--- src/rtl/dbg_tx_printer_if.sv ---
// Print-request and UART byte-stream signals of the debug transmit printer.
// master: command processor + UART side; slave: the printer itself.
interface dbg_tx_printer_if;
  logic        req_tx;
  logic        type_tx;
  logic [31:0] din_tx;
  logic        ack_tx;
  logic [7:0]  tx_data;
  logic        tx_vld;
  logic        tx_rdy;
  logic        busy;

  modport master (
    output req_tx, type_tx, din_tx, tx_rdy,
    input  ack_tx, tx_data, tx_vld, busy
  );

  modport slave (
    input  req_tx, type_tx, din_tx, tx_rdy,
    output ack_tx, tx_data, tx_vld, busy
  );
endinterface

--- src/rtl/dbg_tx_printer.sv ---
// Serialises a debug print request (raw byte or 8 hex digits) to a UART byte sink.
// Optional DBG_TX_PRINTER_LOWERCASE_EN prints hex digits a-f instead of A-F.
module dbg_tx_printer (
  input  logic              clk,
  input  logic              rstn,
  dbg_tx_printer_if.slave   bus,
  output logic [1:0]        dbg_state
);

  typedef enum logic [1:0] {
    IDLE    = 2'd0,
    SEND    = 2'd1,
    ACK     = 2'd2,
    WAITLOW = 2'd3
  } state_t;

  state_t      state, state_nxt;
  logic [31:0] sh, sh_nxt;
  logic        ty, ty_nxt;
  logic [2:0]  cnt, cnt_nxt;
  logic        xfer;

  function automatic logic [7:0] hex_char(input logic [3:0] n);
    logic [7:0] c;
    if (n <= 4'd9) begin
      c = 8'h30 + {4'h0, n};
    end else begin
`ifdef DBG_TX_PRINTER_LOWERCASE_EN
      c = 8'h61 + {4'h0, n - 4'd10};
`else
      c = 8'h41 + {4'h0, n - 4'd10};
`endif
    end
    return c;
  endfunction

  // Handshake: a character moves on every rising edge where tx_vld && tx_rdy;
  // tx_vld never drops and tx_data never changes until that happens.
  assign xfer = (state == SEND) && bus.tx_rdy;

  always_ff @(posedge clk or negedge rstn) begin
    if (!rstn) begin
      state <= IDLE;
      sh    <= 32'h0;
      ty    <= 1'b0;
      cnt   <= 3'd0;
    end else begin
      state <= state_nxt;
      sh    <= sh_nxt;
      ty    <= ty_nxt;
      cnt   <= cnt_nxt;
    end
  end

  always_comb begin
    state_nxt = state;
    sh_nxt    = sh;
    ty_nxt    = ty;
    cnt_nxt   = cnt;
    case (state)
      IDLE: begin
        if (bus.req_tx) begin
          sh_nxt    = bus.din_tx;
          ty_nxt    = bus.type_tx;
          cnt_nxt   = bus.type_tx ? 3'd7 : 3'd0;
          state_nxt = SEND;
        end
      end
      SEND: begin
        if (xfer) begin
          if (cnt == 3'd0) begin
            state_nxt = ACK;
          end else begin
            cnt_nxt = cnt - 3'd1;
            sh_nxt  = {sh[27:0], 4'h0};
          end
        end
      end
      ACK: begin
        state_nxt = WAITLOW;
      end
      WAITLOW: begin
        // A request left high after its ack must not start a second print.
        if (!bus.req_tx) state_nxt = IDLE;
      end
      default: state_nxt = IDLE;
    endcase
  end

  // Outputs decode registered state only; nothing here depends on tx_rdy or req_tx.
  assign bus.tx_vld  = (state == SEND);
  assign bus.tx_data = (state == SEND) ? (ty ? hex_char(sh[31:28]) : sh[7:0]) : 8'h00;
  assign bus.ack_tx  = (state == ACK);
  assign bus.busy    = (state != IDLE);
  assign dbg_state   = state;

endmodule

--- src/flat_wrapper.sv ---
// flat-port wrapper written by rule: the top's interface ports become plain ports
module dbg_tx_printer_flat 
  (clk, rstn, dbg_state, bus_req_tx, bus_type_tx, bus_din_tx, bus_tx_rdy, bus_ack_tx, bus_tx_data, bus_tx_vld, bus_busy);
  dbg_tx_printer_if bus_i ();
  input  logic clk;
  input  logic rstn;
  output logic [1:0] dbg_state;
  input wire logic [$bits(bus_i.req_tx)-1:0] bus_req_tx;
  input wire logic [$bits(bus_i.type_tx)-1:0] bus_type_tx;
  input wire logic [$bits(bus_i.din_tx)-1:0] bus_din_tx;
  input wire logic [$bits(bus_i.tx_rdy)-1:0] bus_tx_rdy;
  output wire logic [$bits(bus_i.ack_tx)-1:0] bus_ack_tx;
  output wire logic [$bits(bus_i.tx_data)-1:0] bus_tx_data;
  output wire logic [$bits(bus_i.tx_vld)-1:0] bus_tx_vld;
  output wire logic [$bits(bus_i.busy)-1:0] bus_busy;
  assign bus_i.req_tx = bus_req_tx;
  assign bus_i.type_tx = bus_type_tx;
  assign bus_i.din_tx = bus_din_tx;
  assign bus_i.tx_rdy = bus_tx_rdy;
  assign bus_ack_tx = bus_i.ack_tx;
  assign bus_tx_data = bus_i.tx_data;
  assign bus_tx_vld = bus_i.tx_vld;
  assign bus_busy = bus_i.busy;
  dbg_tx_printer u_core (.clk(clk), .rstn(rstn), .bus(bus_i), .dbg_state(dbg_state));
endmodule
--- config.mk ---
export PLATFORM = sky130hd
export DESIGN_NAME = dbg_tx_printer_flat
export DESIGN_NICKNAME = d
export VERILOG_FILES = /design/src/rtl/dbg_tx_printer_if.sv /design/src/rtl/dbg_tx_printer.sv /design/src/flat_wrapper.sv
export SDC_FILE = /design/constraint.sdc
export NUM_CORES = 1
export LEC_CHECK = 0
export ABC_AREA = 1
export CORE_UTILIZATION = 50
export CTS_CLUSTER_SIZE = 24
export DETAILED_ROUTE_END_ITERATION = 12
export PLACE_DENSITY = 0.79
export SKIP_LAST_GASP = 1
export SYNTH_ARGS = -nofsm -noshare
export SYNTH_HDL_FRONTEND = slang
export SYNTH_SLANG_ARGS = --single-unit
--- constraint.sdc ---
create_clock -name clk -period 2 [get_ports clk]
set_input_delay 0.2 -clock clk [delete_from_list [all_inputs] [get_ports clk]]
set_output_delay 0.2 -clock clk [all_outputs]
set_load 0.02 [all_outputs]
After elaboration in Yosys (flattened, before gate mapping)
Cells that the tools add are included.
{"block": "totals", "register_bits": 38, "in_bits": 37, "out_inout_bits": 13, "word_cells": 42}
{"block": "classes", "add_sub_neg": 4, "magnitude_cmp": 1, "eq_ne": 8, "muxes": 17, "n_reduce_logical": 8}
{"operator": "32-bit 2-to-1 mux", "count": 3}
{"operator": "32-bit one-hot mux with 2 select lines", "count": 1}
{"operator": "8-bit 2-to-1 mux", "count": 3}
{"operator": "3-bit 2-to-1 mux", "count": 4}
{"operator": "7-bit by 4-bit adder with 8-bit output (first input constant)", "count": 1}
{"operator": "2-bit 2-to-1 mux", "count": 4}
{"operator": "2-bit one-hot mux with 4 select lines", "count": 1}
{"operator": "4-bit AND reduction", "count": 2}
{"operator": "6-bit by 4-bit adder with 7-bit output (first input constant)", "count": 1}
{"operator": "2-bit != test (second input constant)", "count": 3}
{"operator": "3-bit one-hot mux with 2 select lines", "count": 1}
{"operator": "2-bit == test (second input constant)", "count": 2}
{"operator": "4-bit <= comparator (second input constant)", "count": 1}
{"operator": "2-bit by 1-bit != test with 1-bit output (second input constant)", "count": 2}
{"operator": "2-bit nonzero test", "count": 2}
{"operator": "4-bit subtractor (second input constant)", "count": 1}
{"operator": "3-bit zero test", "count": 1}
{"operator": "3-bit by 1-bit subtractor with 3-bit output (second input constant)", "count": 1}
{"operator": "2-bit by 1-bit == test with 1-bit output (second input constant)", "count": 1}
{"operator": "2-bit zero test", "count": 1}
{"operator": "2-bit AND reduction", "count": 1}
{"operator": "1-bit logical AND", "count": 1}

Logic depth before layout (Yosys ltp)
{"block": "logic_depth", "ltp_word": 5, "mapped_depth": 9, "mapped_depth_nobuf": 8}

Worst setup path after synthesis
OpenSTA, ideal clock, no wires.
{"block": "synth_timing", "kind": "reg-to-output", "start": "register u_core.state[1] (netlist: u_core.dbg_state[1])", "end": "output bus_tx_data[4]", "arrival_time_ps": 1744, "required_ps": 1800, "setup_slack_ps": 56, "path_stages_with_launch": 6, "path_buffers": 1, "cell_sequence": "dfrtp_1 -> inv_1 -> ha_1 -> clkbuf_1 -> o21ai_0 -> a31oi_1"}
{"block": "synth_via", "elab_chain_cells": 2}
{"item": "from (decl)", "line": "dbg_tx_printer.sv:17", "rtl": "state_t state, state_nxt;"}
{"item": "from (signal assigned)", "line": "dbg_tx_printer.sv:48", "rtl": "state <= state_nxt;"}
{"item": "2-bit by 1-bit == test with 1-bit output"}
{"item": "via bus_tx_vld", "line": "flat_wrapper.sv:14", "rtl": "output wire logic [$bits(bus_i.tx_vld)-1:0] bus_tx_vld;"}
{"item": "8-bit 2-to-1 mux", "line": "dbg_tx_printer.sv:92", "rtl": "assign bus.tx_data = (state == SEND) ? (ty ? hex_char(sh[31:28]) : sh[7:0]) : 8'h00;"}
{"item": "to (decl)", "line": "flat_wrapper.sv:13", "rtl": "output wire logic [$bits(bus_i.tx_data)-1:0] bus_tx_data;"}
The timed path passes the listed nets, and every way through them passes these cells.

Worst setup path in the final report
{"block": "layout_timing", "start": "register u_core.sh[28]", "end": "output bus_tx_data[6]"}
{"block": "layout_via", "elab_chain_cells": 5, "word_cells_on_any_way": 7, "classes_between": "3 x add/sub; 1 x order compare; 3 x mux"}
{"item": "from (decl)", "line": "dbg_tx_printer.sv:18", "rtl": "logic [31:0] sh, sh_nxt;"}
{"item": "from (signal assigned)", "line": "dbg_tx_printer.sv:49", "rtl": "sh <= sh_nxt;"}
{"item": "4-bit subtractor", "line": "dbg_tx_printer.sv:31", "rtl": "c = 8'h41 + {4'h0, n - 4'd10};"}
{"item": "7-bit by 4-bit adder with 8-bit output", "line": "dbg_tx_printer.sv:31"}
{"item": "8-bit 2-to-1 mux *", "line": "dbg_tx_printer.sv:25", "rtl": "if (n <= 4'd9) begin"}
{"item": "8-bit 2-to-1 mux * (2 in a row)", "line": "dbg_tx_printer.sv:92"}
Mark *: on every way between the ends. The rest lies on a longest branch, timed or not.

==> metrics.txt <==
WHS 0.4101 ns; DR vias 2,162; sequential share of the synthesized area 42.89%; Clock Sinks 38; LEAKAGE approximately 1.5 nW; R2R Path Start u_core.dbg_state[1]; syn nets 354; total track usage 23.11%; pwr/cell area 1699 mW/mm2; post-synthesis register bit count 38; CTS tree yes; main combinational cell family by area after synthesis compound AO/OA/AOI/OAI gates; Max FO, Critical Path 4; Rel. slew slack 65.82%; drt pass-1 iters 7; # fillers 334; port buffer count 49; CP top delay family buffers and inverters; Clock Latency Late Sink 0.29 ns; outcome finished, final reports clean; Clock Path Buffers 2; Sw Pwr 2.364 mW; CP endpoint bus_tx_data[6]; DP HPWL 3531 um; design internal power 2.670 mW; post-synthesis cell type count 20; Worst Skew between 0.005 and 0.006 ns; area of the multi-input gates 0.001015 mm2; mux cell area share after synthesis 0%; slowest cell on the critical path dfrtp_1; Core Region 0.004115 mm2; first-pass GRT wire length 7928 um; crit path capture type output pin; Initial Utilization 53.88%; xor/xnor share of the synthesized area 0.3950%; dpl ws -0.06365 ns; Req. time, crit path 1.80 ns; DRT iter0 DRCs roughly 130; Critical Path AT 1.76 ns; number of buffers and inverters on the critical path 2; Routed WL per cell 13.88 um; Final Hold Violating Endpoints 0; synthesized instance count 306; cell chain of the critical path inv_1 > ha_2 > o21ai_2 > nand2_1 > a21oi_1 > clkdlybuf4s15_1; CTS root buf clkbuf_8; flop2flop setup slack 0.07 ns; Tot Pwr 5.034 mW; Least-Margin Pin Slew 0.5127 ns; clock-pin slew on the worst setup and hold paths 0.07 ns; WL final between 5000 and 6000 um; vias per inst 5.210; YS warnings 0; post-synthesis area per instance 7.246 um2; post-route ant nets 0; synthesized area 0.002217 mm2; fin. max-slew vios 0; CP Depth 6; initial antenna violation count 0; fin crit period approximately 2.0 ns; layout cells sized above 1 between 10% and 20%; Finished Cell Area between 0.002 and 0.003 mm2; DRC errors left 0; period utilisation layout between 90% and 100%; ANT cells 0; die area ~0.0047 mm2; io pins 50; P&R area growth vs syn 33.63%; Die Wd 68.59 um; Final WS setup 0.03510 ns; Setup violations, final 0; Worst Setup SP u_core.sh[28]; hold crit path type in2async; vias in the first global route 1,826; Compound-Gate Fraction of Synth Area about a fifth; Synth Area in Simple Gates 18.28%; FF+latch area ~950 um2; reg2reg end u_core.sh[23]; H-tree depth 2; CTS Buf Count 5; Setup CP Type reg2out; Reg2Reg Depth 10; postcts setup bufs 0; maximum vdd drop 1.199 mV; register share of total power between 20% and 30%; max incr delay on CP 0.41 ns; sw frac 46.96%; combinational share of power 63.8%; nature of the critical path startpoint register; Final TNS setup 0 ns; pin count of the biggest net entering global routing 71; Die Span Y between 60 and 70 um; floorplan row count 23; Final #Nets between 400 and 500; Highest Clock Rate ~510 MHz; gpl congestion roughly 0.86; Adder-Cell Fraction of Synth Area 6.208%; power share of the clock group roughly 10%; total congestion overflow 0; DP Area 0.002819 mm2; Max Cap Violations 0
-- synthesized netlist by cell type, drive strengths merged --
cell type | count | area, um2
nand2 | 86 | 322.8
o21ai | 75 | 379.1
inv | 51 | 191.4
dfrtp | 38 | 950.9
nor2 | 12 | 45.04
ha | 11 | 137.6
buf | 10 | 57.55
a21oi | 7 | 46.30
nand3 | 6 | 30.03
clkbuf | 5 | 18.77
a31oi | 1 | 6.260
nand3b | 1 | 7.510
o211ai | 1 | 7.510
o21bai | 1 | 7.510
xnor2 | 1 | 8.760
-- area by class of cell --
| class | count | share of cell area [%] |
|---|---|---|
| inverter | 51 | 6.461 |
| sequential | 38 | 32.09 |
| tap | 50 | 2.111 |
| clock inverter | 2 | 0.3378 |
| multi-input combinational | 202 | 34.25 |
| clock buffer | 5 | 2.323 |
| timing repair buffer | 67 | 22.42 |
-- power by group through the flow --
stage	combinational (mW)	sequential, mW	clock [mW]
finish	3.21	1.32	0.502
global route	3.53	1.36	0.551
CTS	2.86	1.31	0.514
detailed placement	2.86	1.32	0
global placement	2.80	1.30	0
floorplan	1.99	1.31	0
-- layout by cell type, fill, tap and decap left out, drive strengths merged, types with 6 or more instances in the layout --
| cell | n |
|---|---|
| clkdlybuf4s50 | 38 |
| inv | 51 |
| nor2 | 12 |
| o21ai | 75 |
| nand2 | 86 |
| clkbuf | 11 |
| a21oi | 7 |
| ha | 11 |
| dfrtp | 38 |
| buf | 18 |
| nand3 | 6 |
-- layer usage --
metal | global-route usage [%] | routed length, um | vias to the layer above
met4 | 6.510 | 48 | 0
li1 | - | - | 1072
met3 | 5.428 | 274 | 4
met1 | 29.95 | 2536 | 1025
met5 | 0 | 0 | -
met2 | 38.36 | 2899 | 61
-- state kept, by name, indices dropped and copies added, names as in the netlist --
register          count
u_core.sh            32
u_core.cnt            3
u_core.dbg_state      2
u_core.ty             1
-- worst min-delay path by stage --
stage	start	endpoint	slack, ns	cells after the start
floorplan	rstn	u_core.cnt[0]	-0.1	0
global placement	rstn	u_core.sh[29]	0.18	1
detailed placement	rstn	u_core.sh[29]	0.20	1
CTS	rstn	u_core.sh[26]	0.42	2
global route	rstn	u_core.sh[26]	0.45	2
finish	rstn	u_core.sh[29]	0.41	2
-- stage by stage --
step	utilization [%]	cells
2_1_floorplan	-	306
6_report	72.00	415
5_1_grt	72.00	415
3_3_place_gp	68.50	404
4_1_cts	70.54	412
3_5_place_dp	68.50	404
-- cell families (layout without fill, tap and decap cells) --
logic type	Yosys count	count (layout)
AO/OA/AOI/OAI	85	85
AND/OR/NAND/NOR	105	105
buffers and inverters	66	125
XOR/XNOR	1	1
flip-flops	38	38
adder cells (fa/ha/maj)	11	11
-- repair_timing --
action                                  in CTS  in global routing
endpoints found under the setup margin       8                 44
hold buffers                                 1                  0
hold endpoints to repair                    18                  0
resized for setup                           14                 22
gates cloned                                 0                  3
pin swaps                                    0                  1
No activity file was read; power rests on OpenSTA's default activity.
==> patch (same flow settings) <==
Make the reset (`rstn`) synchronous in one clocked block.
--- a/src/rtl/dbg_tx_printer.sv
+++ b/src/rtl/dbg_tx_printer.sv
@@ -39,5 +39,5 @@
   assign xfer = (state == SEND) && bus.tx_rdy;
 
-  always_ff @(posedge clk or negedge rstn) begin
+  always_ff @(posedge clk) begin
     if (!rstn) begin
       state <= IDLE;
Check against the original RTL: differs if rstn is asserted again (counterexample within 4 cycles, from zero or initial values and one cycle with rstn low); with rstn held inactive, the same outputs for 10 cycles.
==> patch against the unedited design <==
  * Cell area up 7.9%
  * First-iteration DRC count decreased by 16%
  * Hold slack gained 78 ps
  * Sequential share of layout area shrank 8.1 points
  * Total power decreased by 3.3%
  * Sequential power decreased by 11%
  * Largest cell class unchanged
  * Synthesized area increased by 11%
  * Sequential cell count stayed put
  * Global-route usage grew 0.94 points
  * Fmax rose by 2.3%
  * Worst setup slack better by 45 ps
  * Routed wire length grew 3.5%
==> patch: results (changes against the unedited design) <==
status complete, no violations (unchanged); vias in the first global route 2314 (was 1826); Max stage delay on crit path 620 ps (was 410 ps); Non-clock buffers 74 (was 67); CLK BUF 6 (was 5); layout cells sized above 1 0.176 (was 0.112); Final non-clock buffer share 0.216 (was 0.224); drt pass-1 iters 4 (was 7); relative slew slack 0.727 (was 0.658); Storage cell area 766 um^2 (was 951 um^2); met2 WL 3.08 mm (was 2.90 mm); Pleak 1.48 nW (was 1.49 nW); Comb group 3.13 mW (was 3.21 mW); Nets 468 (was 413); Clock Skew 11.0 ps (was 5.64 ps); CP max-delay cell clkdlybuf4s50_1 (was dfrtp_1); wire length on met3 209 um (was 274 um); Yosys cell types 26 (was 20); Routability Congestion 0.835 (was 0.860); main combinational cell family by area after synthesis simple AND/OR/NAND/NOR gates (was compound AO/OA/AOI/OAI gates); synthesized instance count 361 (was 306); Synth Area in XOR/XNOR 0.00355 (was 0.00395); Layout fillers 423 (was 334); Critical Path AT 1720 ps (was 1760 ps); nonclk inv count 25 (was 51); Setup WS pre-CTS -29.2 ps (was -63.7 ps); seq pwr 1.18 mW (was 1.32 mW); hold_buf cts 0 (was 1); Mapped Nets 409 (was 354)
-- patch: changes by cell type after synthesis, sizes merged, moves of 3 or more --
cell,change
inv,-26
nor2,+70
o21ai,-65
a21boi,+25
nand3,+27
nand2,+10
dfrtp,-38
buf,+8
o21a,+3
dfxtp,+38
-- patch: path summary, 6_finish.rpt --
path	slack [ps]	end	depth (start not counted)	from
worst min register to register	490	u_core.sh[25]$_SDFFE_PN0P_	2	u_core.sh[25]$_SDFFE_PN0P_
worst min-delay path	490	u_core.sh[25]$_SDFFE_PN0P_	2	u_core.sh[25]$_SDFFE_PN0P_
worst max register to register	150	u_core.sh[7]$_SDFFE_PN0P_	11	u_core.dbg_state[1]$_SDFFE_PN0P_
worst max-delay path	80	bus_tx_vld	4	u_core.dbg_state[1]$_SDFFE_PN0P_
-- patch: per-layer routing --
layer | GRT usage | vias up
li1 | - | 1254
met1 | 0.283 | 1116
met2 | 0.445 | 52
met3 | 0.0347 | 7
met4 | 0.0784 | 0
met5 | 0 | -
